--- config.mk ---
export PLATFORM = sky130hd
export DESIGN_NAME = dram_rout_deser
export DESIGN_NICKNAME = d
export VERILOG_FILES = /design/src/rtl/dram_rout_pkg.sv /design/src/rtl/rout_lane_shift.sv /design/src/rtl/dram_rout_deser.sv
export SDC_FILE = /design/constraint.sdc
export NUM_CORES = 1
export LEC_CHECK = 0
export BUFFER_PORTS_ARGS = -buffer_cell sky130_fd_sc_hd__buf_4
export CAP_MARGIN = 40
export CORE_MARGIN = 5
export CORE_UTILIZATION = 35
export DETAILED_ROUTE_END_ITERATION = 10
export GPL_ROUTABILITY_DRIVEN = 0
export PLACE_DENSITY_LB_ADDON = 0.15
export SYNTH_ARGS = -nofsm -noshare
export SYNTH_HDL_FRONTEND = slang
export SYNTH_SLANG_ARGS = --single-unit
--- constraint.sdc ---
create_clock -name CLK -period 3.25 [get_ports CLK]
set_input_delay 0.1625 -clock CLK [delete_from_list [all_inputs] [get_ports CLK]]
set_output_delay 0.1625 -clock CLK [all_outputs]
set_load 0.01 [all_outputs]
--- src/rtl/dram_rout_pkg.sv ---
// dram_rout_pkg
//   Shared definitions for the DRAM ROUT capture stage: the frame-assembly
//   state encoding and the default lane geometry (16 cores, 8 bits each).
//   No ports; imported by dram_rout_deser and rout_lane_shift.
package dram_rout_pkg;

  localparam int NCORE_DEF = 16;
  localparam int BITS_DEF  = 8;
  localparam int LANE_W    = BITS_DEF;

  typedef enum logic [1:0] {
    IDLE  = 2'd0,
    SHIFT = 2'd1,
    DONE  = 2'd2
  } state_e;

endpackage

--- src/rtl/rout_lane_shift.sv ---
// rout_lane_shift
//   One ROUT lane's serial-to-parallel shift register.
//   Ports:
//     clk, rst : clock and synchronous active-high reset
//     clr      : zero the register (new frame or discarded frame)
//     shift    : capture din as the next bit of the frame
//     din      : serial bit from this lane's ROUT line
//     lane     : assembled BITS-wide value
//   MSB_FIRST=1 shifts left so the first bit ends up in the MSB;
//   MSB_FIRST=0 shifts right so the first bit ends up in bit 0.
module rout_lane_shift
  import dram_rout_pkg::*;
#(
  parameter int BITS      = LANE_W,
  parameter bit MSB_FIRST = 1'b1
) (
  input  logic            clk,
  input  logic            rst,
  input  logic            clr,
  input  logic            shift,
  input  logic            din,
  output logic [BITS-1:0] lane
);

  logic [BITS-1:0] lane_q;
  logic [BITS-1:0] lane_d;

  always_comb begin
    lane_d = lane_q;
    if (clr) begin
      lane_d = '0;
    end else if (shift) begin
      if (MSB_FIRST) begin
        lane_d = {lane_q[BITS-2:0], din};
      end else begin
        lane_d = {din, lane_q[BITS-1:1]};
      end
    end
  end

  always_ff @(posedge clk) begin
    if (rst) begin
      lane_q <= '0;
    end else begin
      lane_q <= lane_d;
    end
  end

  assign lane = lane_q;

endmodule

--- src/rtl/dram_rout_deser.sv ---
// dram_rout_deser
//   Capture stage between the 16-core DRAM ROUT pins and the AES RIO byte
//   inputs. Samples each ROUT line on controller bit strobes, assembles one
//   byte per core and hands the full word on through a single-entry buffer.
//   Ports:
//     CLK, RST       : clock, synchronous active-high reset
//     START          : pulse marking the start of a read frame
//     SAMPLE         : bit strobe, one pulse per bit position
//     ABORT          : discard the frame in progress (highest priority)
//     ROUT[NCORE]    : serial read data, bit k from core k+1
//     DRDY           : consumer ready; DATA_OUT taken when DVLD && DRDY
//     DATA_OUT       : lane k in [BITS*k +: BITS]
//     DVLD           : output buffer holds an unconsumed frame
//     BUSY           : frame assembly in progress (SHIFT or DONE)
//     OVERRUN        : sticky, a completed frame was dropped
//     FRAME_CNT      : frames loaded into the output buffer, wraps
module dram_rout_deser
  import dram_rout_pkg::*;
#(
  parameter int NCORE     = NCORE_DEF,
  parameter int BITS      = LANE_W,
  parameter bit MSB_FIRST = 1'b1,
  parameter bit IN_REG    = 1'b1
) (
  input  logic                  CLK,
  input  logic                  RST,
  input  logic                  START,
  input  logic                  SAMPLE,
  input  logic                  ABORT,
  input  logic [NCORE-1:0]      ROUT,
  input  logic                  DRDY,
  output logic [NCORE*BITS-1:0] DATA_OUT,
  output logic                  DVLD,
  output logic                  BUSY,
  output logic                  OVERRUN,
  output logic [15:0]           FRAME_CNT
);

  localparam int IN_W  = NCORE + 3;
  localparam int CNT_W = (BITS > 1) ? $clog2(BITS) : 1;

  logic [IN_W-1:0]       in_d;
  logic [IN_W-1:0]       in_s;
  logic                  abort_s;
  logic                  start_s;
  logic                  sample_s;
  logic [NCORE-1:0]      rout_s;

  state_e                state_q, state_d;
  logic [CNT_W-1:0]      cnt_q, cnt_d;
  logic                  lane_clr;
  logic                  lane_shift;
  logic                  xfer;
  logic [NCORE*BITS-1:0] word;

  logic [NCORE*BITS-1:0] data_q, data_d;
  logic                  dvld_q, dvld_d;
  logic                  ovr_q, ovr_d;
  logic [15:0]           frame_cnt_q, frame_cnt_d;

  // Optional input flop stage. Every control and data input goes through
  // the same stage, so their relative timing is preserved.
  always_comb begin
    in_d = {ABORT, START, SAMPLE, ROUT};
  end

  generate
    if (IN_REG) begin : g_in_reg
      logic [IN_W-1:0] in_q;
      always_ff @(posedge CLK) begin
        if (RST) begin
          in_q <= '0;
        end else begin
          in_q <= in_d;
        end
      end
      assign in_s = in_q;
    end else begin : g_in_bypass
      assign in_s = in_d;
    end
  endgenerate

  assign {abort_s, start_s, sample_s, rout_s} = in_s;

  // State register and bit counter.
  always_ff @(posedge CLK) begin
    if (RST) begin
      state_q <= IDLE;
      cnt_q   <= '0;
    end else begin
      state_q <= state_d;
      cnt_q   <= cnt_d;
    end
  end

  // Next state. ABORT overrides everything; START always (re)opens a frame,
  // and beats a SAMPLE arriving in the same cycle.
  always_comb begin
    state_d = state_q;
    cnt_d   = cnt_q;
    if (abort_s) begin
      state_d = IDLE;
      cnt_d   = '0;
    end else begin
      case (state_q)
        IDLE: begin
          if (start_s) begin
            state_d = SHIFT;
            cnt_d   = '0;
          end
        end
        SHIFT: begin
          if (start_s) begin
            cnt_d = '0;
          end else if (sample_s) begin
            if (cnt_q == CNT_W'(BITS - 1)) begin
              state_d = DONE;
              cnt_d   = '0;
            end else begin
              cnt_d = cnt_q + CNT_W'(1);
            end
          end
        end
        DONE: begin
          state_d = start_s ? SHIFT : IDLE;
          cnt_d   = '0;
        end
        default: begin
          state_d = IDLE;
          cnt_d   = '0;
        end
      endcase
    end
  end

  // FSM outputs. A START in DONE clears the lanes on the same edge that
  // the transfer copies them, so the buffer still gets the finished word.
  always_comb begin
    lane_clr   = 1'b0;
    lane_shift = 1'b0;
    xfer       = 1'b0;
    if (abort_s) begin
      lane_clr = 1'b1;
    end else begin
      lane_clr   = start_s;
      lane_shift = (state_q == SHIFT) && sample_s && !start_s;
      xfer       = (state_q == DONE);
    end
  end

  generate
    for (genvar k = 0; k < NCORE; k++) begin : g_lane
      rout_lane_shift #(
        .BITS      (BITS),
        .MSB_FIRST (MSB_FIRST)
      ) u_lane (
        .clk   (CLK),
        .rst   (RST),
        .clr   (lane_clr),
        .shift (lane_shift),
        .din   (rout_s[k]),
        .lane  (word[BITS*k +: BITS])
      );
    end
  endgenerate

  // Single-entry output buffer. A load is allowed when the buffer is empty
  // or being drained this very cycle; otherwise the new frame is dropped.
  always_comb begin
    data_d      = data_q;
    dvld_d      = dvld_q;
    ovr_d       = ovr_q;
    frame_cnt_d = frame_cnt_q;
    if (xfer) begin
      if (!dvld_q || DRDY) begin
        data_d      = word;
        dvld_d      = 1'b1;
        frame_cnt_d = frame_cnt_q + 16'd1;
      end else begin
        ovr_d = 1'b1;
      end
    end else if (dvld_q && DRDY) begin
      dvld_d = 1'b0;
    end
  end

  always_ff @(posedge CLK) begin
    if (RST) begin
      data_q      <= '0;
      dvld_q      <= 1'b0;
      ovr_q       <= 1'b0;
      frame_cnt_q <= '0;
    end else begin
      data_q      <= data_d;
      dvld_q      <= dvld_d;
      ovr_q       <= ovr_d;
      frame_cnt_q <= frame_cnt_d;
    end
  end

  assign DATA_OUT  = data_q;
  assign DVLD      = dvld_q;
  assign OVERRUN   = ovr_q;
  assign FRAME_CNT = frame_cnt_q;
  assign BUSY      = (state_q != IDLE);

endmodule

# Word level (Yosys, flattened, before mapping)
# Cells that the tools add are included.
# totals
regBits,298
inputBits,22
word_cells,68
# op_classes
add_sub_neg,2
n_eq_ne,9
mux,17
n_bitwise,1
reduce_logical,16
# ops
cell,n
"16-bit by 1-bit adder with 16-bit output, second input constant",1
3-bit 2-to-1 mux,4
2-bit 2-to-1 mux,4
"2-bit != test, second input constant",4
2-bit AND reduction,4
1-bit 2-to-1 mux,7
2-bit case mux with 3 select lines,1
3-bit case mux with 2 select lines,1
4-bit AND reduction,1
2-bit nonzero test,2
2-bit OR reduction,2
"3-bit by 1-bit adder with 3-bit output, second input constant",1
"3-bit == test, second input constant",1
1-bit logical AND,3
"3-bit != test, second input constant",1
"2-bit by 1-bit == test with 1-bit output, second input constant",1
"2-bit == test, second input constant",1
1-bit logical NOT,2
2-bit logical NOT,1
"2-bit by 1-bit != test with 1-bit output, second input constant",1
1-bit logical OR,1
1-bit NOT,1

# Depth between registers and ports, before layout
# logic_depth
word_depth,5
depth_mapped,7

# Modules after synthesis
# A second synthesis with hierarchy kept.
# unflattened
cells_unflattened,1151
hier_area_um2,10665.2
# by_module_without_submodules
module,n_inst,cells_each,area_per_inst_um2,seq_area_each_um2
dram_rout_deser,1,719,5940.7,3403.3
rout_lane_shift,16,27,295.3,160.2

# Least setup slack after synthesis
# OpenSTA, ideal clock, no wires.
# synth_path
path_type,reg-to-reg
start,reg state_q[0]
end,"reg frame_cnt_q[10], in the netlist FRAME_CNT[10]"
setup_time_ns,0.070
arrival_time_ns,1.871
t_required_ns,3.180
setup_slack_ns,1.309
stages_incl_launch_ff,6
synth_period_minus_slack_ns,1.941
cell_sequence,dfxtp_1 > or3b_4 > or3_1 > buf_2 > or4_1 > a21oi_1
# synth_via
elab_chain_cells,3
# synth_lines
item,line_no,rtl
"start, declared",dram_rout_deser.sv:49,"state_e state_q, state_d;"
"start signal, assigned",dram_rout_deser.sv:91,state_q <= state_d;
2-bit == test,dram_rout_deser.sv:147,xfer = (state_q == DONE);
1-bit 2-to-1 mux,dram_rout_deser.sv:142,if (abort_s) begin
2-bit AND reduction (no source line),-,
"end signal, assigned",dram_rout_deser.sv:197,frame_cnt_q <= frame_cnt_d;
"end, declared",dram_rout_deser.sv:59,"logic [15:0] frame_cnt_q, frame_cnt_d;"
# No other way between the ends.
# A chain may end at the register's enable or synchronous reset.

# Worst setup path after layout
# layout_path
start,reg state_q[1]
end,"reg data_q[0], in the netlist DATA_OUT[0]"
# layout_via
elab_chain_cells,3
# layout_lines
item,line_no,rtl
2-bit == test,dram_rout_deser.sv:147,
1-bit 2-to-1 mux,dram_rout_deser.sv:142,
2-bit AND reduction (no source line),-,
"end signal, assigned",dram_rout_deser.sv:194,data_q <= data_d;
"end, declared",dram_rout_deser.sv:56,"logic [NCORE*BITS-1:0] data_q, data_d;"
# No other way between the ends.

==> out/qor.csv <==
stage,metric,value,unit
worst_setup_path,Crit-path slowest cell,nor3b_1,
logic_synthesis,synthesized instance count,1272,
clocking,CTS H-tree depth,1,
sta,worst slew pin tran,0.819,ns
logic_synthesis,multiplexer area fraction after synthesis,0.306,%
drt,1st-iter DRT viols,528,
clocking,TritonCTS Buffers,31,
worst_setup_path,Startpoint Class,flop,
sta,final hold violation count,0,
clocking,postcts setup bufs,0,
place,DP Area,0.0118,sq mm
power_and_ir_drop,Lkg Pwr,4.61,nW
floorplan,I/O pin cnt,169,
logic_synthesis,"Seq/Total Area, Yosys",58.3,%
worst_setup_path,Critical Path Fanout Max,88,
clocking,Clock Latency Late Sink,0.54,ns
global_route,GRT Util Overall,15.0,%
final_layout,final net count,1435,
logic_synthesis,area share of fa/ha/maj cells after synthesis,0.367,%
place,"worst slack, placed",0.975,ns
power_and_ir_drop,Tot Pwr,7.55,mW
clocking,CTS resizes,0,
place,Post-DP HPWL,14.9,mm
global_route,initial antenna violation count,0,
power_and_ir_drop,P per Cell Area,577,mW/mm^2
drt,Avg WL per Cell,14.0,microns
logic_synthesis,"Net Count, Synth",1297,
floorplan,Die ar.,0.0327,sq mm
global_route,grt met2 use,25.1,%
place,placed insts,1742,
logic_synthesis,combinational family with the most area after synthesis,simple AND/OR/NAND/NOR gates,
sta,max_slew headroom,45.4,%
floorplan,die span in x,181,microns
logic_synthesis,XOR/XNOR Fraction of Synth Area,0.600,%
clocking,root buffer cell,clkbuf_16,
worst_setup_path,r2r worst-path depth,5,
final_layout,Non-Filler Instances,1818,
worst_setup_path,crit end category,flop,
final_layout,final core occ,45.5,%
worst_setup_path,"Req. time, crit path",3.63,ns
worst_setup_path,CP cell instances,"nor3b_1, nand2_4, buf_12, nand2_1, a21oi_1",
global_route,vias in the first global route,8180,
run_status,status,"complete, no violations",
worst_setup_path,reg2reg setup slack,0.83,ns
clocking,CTS tree,done,
logic_synthesis,average cell area after synthesis,8.04,sq um
sta,Clock Skews,0.00990,ns
clocking,CTS sink cnt,298,
floorplan,row cnt,62,
logic_synthesis,yosys warns,0,
sta,RSZ-0062 raised after global routing,false,
sta,final setup vio count,0,
job,max-cap violation count,0,
global_route,met1 Use GR,20.4,%
floorplan,core footprint,0.0288,sq mm
clocking,clock slew at reported path FFs,0.06,ns
sta,Final Worst Setup Slack,0.835,ns
worst_setup_path,Reg-to-Reg End,DATA_OUT[0],
worst_setup_path,critical path startpoint,state_q[1],
worst_setup_path,crit path kind,flop to flop,
final_layout,post-route cell area,0.0131,sq mm
drt,total routed wirelength,25.5,mm
drt,vias per cell,4.70,
global_route,GRT met3 Usage,2.98,%
floorplan,initial core utilization,35.5,%
final_layout,Layout area overhead,27.9,%
sta,"Slew Viols, Final",0,
logic_synthesis,library cells used by synthesis,30,
power_and_ir_drop,Peak VDD IR,357,uV
drt,antenna-violating nets left,0,
global_route,largest net degree at the start of global routing,168,
min_path,Hold Path Class,input pin to flop,
final_layout,share of layout cells above drive strength 1,16.8,%
sta,sum of negative setup slack,0,ns
worst_setup_path,CP arrival,2.80,ns
logic_synthesis,mapped cell area,0.0102,sq mm
global_route,first-pass GRT wire length,42.4,mm
logic_synthesis,Seq cells post-synth,298,
sta,Final Cycle Share,74.3,%
place,port bufs,168,
global_route,grt total ovfl,0,
final_layout,# diodes,0,
worst_setup_path,Critical R2R Launch,state_q[1],
worst_setup_path,Setup crit end,DATA_OUT[0],
logic_synthesis,post-synthesis compound-gate area fraction,13.7,%
sta,Tmin final,2.42,ns
global_route,grt peak-use layer,met2,
clocking,CTS Hold Bufs,19,
clocking,maximum buffer depth of the clock tree,3,
logic_synthesis,Synth Area in Simple Gates,23.2,%
drt,vias after detailed routing,8550,
sta,Max Freq,0.414,GHz
sta,Fin Hold WS,0.0471,ns
floorplan,Die H,181,microns
worst_setup_path,Max stage delay on crit path,0.58,ns
drt,DRC viols,0,
drt,DR pass1 iterations,5,
==> synthesized netlist by cell type <==
cell,n,share of area [%]
inv_1,2,0.073
nor2_1,10,0.37
xor2_1,1,0.086
or3_1,4,0.24
o21ai_0,1,0.049
nor4_1,4,0.24
or3b_4,1,0.11
or4_1,7,0.51
o31ai_1,6,0.44
mux2i_1,2,0.20
and3_1,1,0.061
or2_2,1,0.061
nand4bb_1,1,0.11
nor3_1,5,0.24
nor3b_1,2,0.15
nand3_1,5,0.24
buf_2,1,0.049
and4_1,1,0.086
a2111oi_0,1,0.086
nand2_1,522,19
clkbuf_1,93,3.4
a21oi_1,268,13
nor4b_1,1,0.086
nand2b_1,1,0.061
xnor2_1,6,0.51
nor2b_1,21,1.3
dfxtp_1,298,58
mux2_2,1,0.11
nand4_1,2,0.12
ha_1,3,0.37
==> layer usage <==
metal,share of wire [%],vias up
met5,0,-
met4,1.5,0
met3,4.5,29
met2,46,151
met1,48,3972
li1,-,4398
==> cell families after synthesis <==
| family | Yosys count |
|---|---|
| fa+ha+maj | 3 |
| simple gates | 589 |
| buf+inv | 96 |
| flops | 298 |
| mux | 3 |
| compound gates | 276 |
| xor+xnor | 7 |
==> registers in the layout, summed over array words and instances (netlist names) <==
| signal | count |
|---|---|
| FRAME_CNT | 16 |
| g_lane.u_lane.lane | 128 |
| state_q | 2 |
| cnt_q | 3 |
| DATA_OUT | 128 |
| OVERRUN | 1 |
| g_in_reg.in_q | 19 |
| DVLD | 1 |
==> power breakdown <==
| part | leakage, nW | internal (mW) | switching [mW] |
|---|---|---|---|
| sequential | 2.40 | 3.67 | 0.00730 |
| combinational | 1.66 | 0.0531 | 0.100 |
| clock | 0.550 | 2.31 | 1.42 |
| total | 4.61 | 6.03 | 1.52 |
==> worst max-delay path, delay by kind of cell (launching register included) <==
| family | cells | cell delay, ns |
|---|---|---|
| AND/OR/NAND/NOR | 3 | 1.20 |
| AO/OA/AOI/OAI | 1 | 0.07 |
| flip-flops | 1 | 0.53 |
| buffers and inverters | 1 | 0.34 |
==> cells in the final DEF, fill, tap and decap left out, drive strengths merged <==
cell type	n
dfxtp	298
nand2b	1
nand3	5
clkinv	7
dlygate4sd3	19
a2111oi	1
o31ai	6
and3	1
and4	1
or2	1
xor2	1
xnor2	6
mux2i	2
buf	180
nand4	2
or3	4
mux2	1
bufinv	4
o21ai	1
nor3	5
nand4bb	1
nor3b	2
nor4	4
clkbuf	46
or3b	1
nor2	10
inv	2
nor2b	21
nand2	522
ha	3
a21oi	268
or4	7
nor4b	1
==> how the worst min path moves through the flow <==
| stage | end | slack (ns) | start | cells past startpoint |
|---|---|---|---|---|
| floorplan | g_in_reg.in_q[0] | 0.29 | ROUT[0] | 1 |
| global placement | g_in_reg.in_q[12] | 0.38 | ROUT[12] | 2 |
| detailed placement | g_in_reg.in_q[5] | 0.38 | ROUT[5] | 2 |
| CTS | DVLD | 0.02 | DRDY | 3 |
| global route | g_lane[2].u_lane.lane[4] | 0.05 | RST | 3 |
| finish | DVLD | 0.05 | DRDY | 3 |
==> final cells by class <==
cell class	count	area (sq um)
Inverter	2	7.51
Multi-Input combinational cell	878	3930
Fill cell	2933	15700
Clock inverter	11	159
Sequential cell	298	5970
Clock buffer	46	942
Timing Repair Buffer	199	1600
Tap cell	384	480
No activity file was read; power rests on OpenSTA's default activity.
